[src/rtl/stream_fifo_flex.sv]
// stream_fifo_flex: single-clock valid/ready FIFO with a parameterised depth,
// optional first-word fall-through bypass, and almost-full/almost-empty flags
// decoded from the stored entry count.
module stream_fifo_flex #(
  parameter int DATA_WIDTH   = 32,
  parameter int FIFO_DEPTH   = 4,
  parameter int FALL_THROUGH = 0,
  parameter int AF_TH        = FIFO_DEPTH - 1,
  parameter int AE_TH        = 1,
  localparam int CNT_W       = $clog2(FIFO_DEPTH + 1)
) (
  input  logic                  clk,
  input  logic                  rst,
  input  logic                  flush_i,
  input  logic                  w_valid_i,
  output logic                  w_ready_o,
  input  logic [DATA_WIDTH-1:0] w_data_i,
  output logic                  r_valid_o,
  input  logic                  r_ready_i,
  output logic [DATA_WIDTH-1:0] r_data_o,
  output logic [CNT_W-1:0]      usage_o,
  output logic                  almost_full_o,
  output logic                  almost_empty_o
);

  localparam int PTR_W = (FIFO_DEPTH > 1) ? $clog2(FIFO_DEPTH) : 1;
  localparam logic [PTR_W-1:0] PTR_MAX = PTR_W'(FIFO_DEPTH - 1);
  localparam logic [CNT_W-1:0] CNT_FULL = CNT_W'(FIFO_DEPTH);
  localparam logic [CNT_W-1:0] CNT_AF = CNT_W'(AF_TH);
  localparam logic [CNT_W-1:0] CNT_AE = CNT_W'(AE_TH);

  // Reject illegal parameter combinations while elaborating.
  if (FIFO_DEPTH < 1) begin : g_bad_depth
    $error("stream_fifo_flex: FIFO_DEPTH must be >= 1");
  end
  if (AF_TH < 1 || AF_TH > FIFO_DEPTH) begin : g_bad_af
    $error("stream_fifo_flex: AF_TH must be in 1..FIFO_DEPTH");
  end
  if (AE_TH < 0 || AE_TH > FIFO_DEPTH - 1) begin : g_bad_ae
    $error("stream_fifo_flex: AE_TH must be in 0..FIFO_DEPTH-1");
  end
  if (FALL_THROUGH != 0 && FALL_THROUGH != 1) begin : g_bad_ft
    $error("stream_fifo_flex: FALL_THROUGH must be 0 or 1");
  end

  logic [DATA_WIDTH-1:0] mem_q [FIFO_DEPTH];
  logic [PTR_W-1:0]      wr_ptr_q, wr_ptr_d;
  logic [PTR_W-1:0]      rd_ptr_q, rd_ptr_d;
  logic [CNT_W-1:0]      usage_q, usage_d;

  logic empty;
  logic full;
  logic push;
  logic pop;
  logic bypass;
  logic store;
  logic take;

  // Handshake outputs, bypass decision and next-state for pointers and count.
  always_comb begin
    empty = (usage_q == '0);
    full  = (usage_q == CNT_FULL);

    w_ready_o = !full && !flush_i;
    if (FALL_THROUGH != 0) begin
      r_valid_o = (!empty || w_valid_i) && !flush_i;
      r_data_o  = empty ? w_data_i : mem_q[rd_ptr_q];
    end else begin
      r_valid_o = !empty && !flush_i;
      r_data_o  = mem_q[rd_ptr_q];
    end

    push   = w_valid_i && w_ready_o;
    pop    = r_valid_o && r_ready_i;
    bypass = (FALL_THROUGH != 0) && empty && push && pop;
    store  = push && !bypass;
    take   = pop && !bypass;

    wr_ptr_d = wr_ptr_q;
    rd_ptr_d = rd_ptr_q;
    usage_d  = usage_q;

    if (flush_i) begin
      wr_ptr_d = '0;
      rd_ptr_d = '0;
      usage_d  = '0;
    end else begin
      if (store) begin
        wr_ptr_d = (wr_ptr_q == PTR_MAX) ? '0 : wr_ptr_q + PTR_W'(1);
      end
      if (take) begin
        rd_ptr_d = (rd_ptr_q == PTR_MAX) ? '0 : rd_ptr_q + PTR_W'(1);
      end
      if (store && !take) begin
        usage_d = usage_q + CNT_W'(1);
      end else if (take && !store) begin
        usage_d = usage_q - CNT_W'(1);
      end
    end

    usage_o        = usage_q;
    almost_full_o  = (usage_q >= CNT_AF);
    almost_empty_o = (usage_q <= CNT_AE);
  end

  // Pointer and count registers; reset wins over everything else.
  always_ff @(posedge clk) begin
    if (rst) begin
      wr_ptr_q <= '0;
      rd_ptr_q <= '0;
      usage_q  <= '0;
    end else begin
      wr_ptr_q <= wr_ptr_d;
      rd_ptr_q <= rd_ptr_d;
      usage_q  <= usage_d;
    end
  end

  // Payload storage is left unreset; only accepted, non-bypassed writes land here.
  always_ff @(posedge clk) begin
    if (!rst && store) begin
      mem_q[wr_ptr_q] <= w_data_i;
    end
  end

endmodule

[config.mk]
export PLATFORM = sky130hd
export DESIGN_NAME = stream_fifo_flex
export DESIGN_NICKNAME = d
export VERILOG_FILES = /design/src/rtl/stream_fifo_flex.sv
export SDC_FILE = /design/constraint.sdc
export NUM_CORES = 1
export LEC_CHECK = 0
export BUFFER_PORTS_ARGS = -buffer_cell sky130_fd_sc_hd__buf_4
export CAP_MARGIN = 20
export CORE_MARGIN = 2
export CORE_UTILIZATION = 40
export DETAILED_ROUTE_END_ITERATION = 12
export PLACE_DENSITY = 0.55
export SLEW_MARGIN = 20
export SYNTH_ARGS = -nofsm -noshare
export SYNTH_HDL_FRONTEND = slang
export SYNTH_SLANG_ARGS = --single-unit
export TNS_END_PERCENT = 30
[constraint.sdc]
create_clock -name clk -period 5.4 [get_ports clk]
set_input_delay 1.08 -clock clk [delete_from_list [all_inputs] [get_ports clk]]
set_output_delay 1.08 -clock clk [all_outputs]
set_load 0.02 [all_outputs]
==> results.json <==
{
  "outcome": "finished clean",
  "maxSlewHeadroom": 0.3896,
  "yosysUniqueCellTypes": 30,
  "cts_inserted_buffers": 17,
  "die_area_sq_um": 13930,
  "synth_area_sq_um": 5200,
  "async_flop_share": 0,
  "final_cell_mix": "128 x edfxtp_1, 76 x buf_4, 32 x mux4_2",
  "ys_ff_latch": 137,
  "final_area_sq_um": 6526,
  "crit_top_cell": "buf_4",
  "gr-total-overflow": 0,
  "synthCells": 233,
  "path_buf_inv": 2,
  "antenna_found_initial": 0,
  "tightestPinTransition_ps": 915.6,
  "coreArea_sq_um": 12670,
  "synth_fp_nets": 280,
  "maxSlewViolCount": 0,
  "total_power_uw": 2395,
  "start_util": 0.4104,
  "cts_resized": 0,
  "route.antenna.remaining_nets": 0,
  "endpoint_kind": "output port",
  "grt_first_pass_wirelength_um": 14390,
  "n_antenna_cell": 0,
  "worstSetupPathType": "reg2out",
  "grt_pass1_vias": 2578,
  "crit_slowest_cell": "dfxtp_2",
  "via_per_inst": 4.849,
  "die_w_um": 118.0,
  "required_ps": 4320,
  "grt.total_usage": 0.1418,
  "io_buffers": 75,
  "place_hpwl_um": 5293,
  "ys.flop_type": "edfxtp_1",
  "power_density_nw_per_um2": 366.9,
  "wl_per_cell_um": 18.20,
  "clock_sinks": 137,
  "io_pins": 76,
  "ys_seq_area_frac": 0.7738,
  "drc_errors": 0,
  "p_leak_uw": 0.002212,
  "timing.hold.ws_ps": 510.1,
  "hold_class": "reg2reg",
  "clockRootBuffer": "clkbuf_16",
  "cts_max_level": 4,
  "maxCapViolations": 0,
  "path_cells": "buf_4 -> mux4_2 -> buf_4",
  "rsz0062_at_grt": "false",
  "drt-initial-drc-count": 157,
  "yosysWarnings": 0,
  "avgSynthCellArea_sq_um": 22.32,
  "grt_max_degree": 33,
  "path_clk_slew_ps": 60,
  "worst-endpoint-arrival_ps": 2330,
  "tritoncts": "yes",
  "drt_wl_total_um": 9175,
  "gp_congestion": 0.7316,
  "hold_buffers": 0,
  "postCtsSetupRepairBufs": 0,
  "clockBufferDepth": 2,
  "skew_ps": 5.972,
  "start_kind": "register",
  "nNetsFinal": 366,
  "insertion_delay_ps": 410,
  "dieHeight_um": 118.0,
  "drtPass1Iterations": 6,
  "path_max_fanout": 18,
  "vias": 2444,
  "slowest_delay_ps": 690,
  "min_period_ps": 3407,
  "drive_above_1_share": 0.4578,
  "critPathTopFamily": "flip-flops",
  "rows": 41,
  "dpl_cell_area_sq_um": 5942,
  "period_share": 0.6309,
  "synth_edf_count": 128,
  "max_freq_mhz": 293.5,
  "setup_tns_ps": 0,
  "setup_violations": 0,
  "vdd_ir_drop_max_mv": 0.2025,
  "area_delta_synth_final_pct": 25.51,
  "hold_violations": 0,
  "mostFrequentLayoutCell": "edfxtp_1"
}
-- final timing paths --
path                       startpoint               endpoint  slack [ps]  depth (start not counted)
min          rd_ptr_q[0]$_SDFFE_PP0P_               register         510                          2
max                          register            r_data_o[0]        1990                          3
min reg2reg  rd_ptr_q[0]$_SDFFE_PP0P_               register         510                          2
max reg2reg   usage_o[0]$_SDFFE_PP0P_  mem_q[2][0]$_DFFE_PP_        2880                          5
-- cell usage after synthesis (all sizes together) (2+ instances only) --
cell    instances  area, sq um
nand2           5        21.27
nor2            8        32.54
and3            4        30.03
edfxtp        128         3844
mux4           32        720.7
o21ai           3        15.01
inv             5        18.77
buf             6        35.03
or2             2        12.51
dfxtp           9        180.2
a21oi           6        33.78
ha             10        125.1
clkbuf          3        11.26
-- routing by layer --
metal	GRT usage	routed length [um]
met1	0.1805	4103
met3	0.05281	448
met4	0.06099	136
met5	0	0
met2	0.2188	4487
-- through the flow --
stage                     utilization  worst slack [ps]  cells
after floorplan                     -              2849    233
after global placement         0.4689              2335    472
after detailed placement       0.4689              2336    472
after CTS                      0.5151              1882    504
after global routing           0.5151              1771    504
final                          0.5151              1993    504
-- flip-flops by register name (all words and copies together) (netlist names), named ones only --
name,flops
mem_q,128
rd_ptr_q,2
usage_o,3
wr_ptr_q,2
-- cells by family (layout without fill, tap and decap cells) --
kind of cell	after synthesis	after routing	share of synthesized area
xor gates and xnor gates	2	2	0.006015
adders and majority gates	11	11	0.02623
buffers and inverters	14	113	0.01251
muxes	33	33	0.1405
and+or+nand+nor	24	24	0.02527
DFF	137	137	0.7738
AOI/OAI and AO/OA	12	12	0.01564
-- where the power goes --
group          switching [uW]  total [uW]  internal, uW
clock                     414        1130           716
combinational            46.9        91.9          45.0
sequential               4.38        1170          1170
-- worst min-delay path, cell delays in order, from the launching register on --
cell and delay (ps):
dfxtp_1 320, o21ai_0 70, a21oi_1 70
-- area by class of cell --
type | instances | area, sq um
Fill cell | 1033 | 6145
Sequential cell | 137 | 4026
Multi-Input combinational cell | 82 | 1111
Timing Repair Buffer | 76 | 570.5
Clock buffer | 17 | 425.4
Tap cell | 172 | 215.2
Clock inverter | 15 | 158.9
Inverter | 5 | 18.77
(Power assumes the default switching activity.)
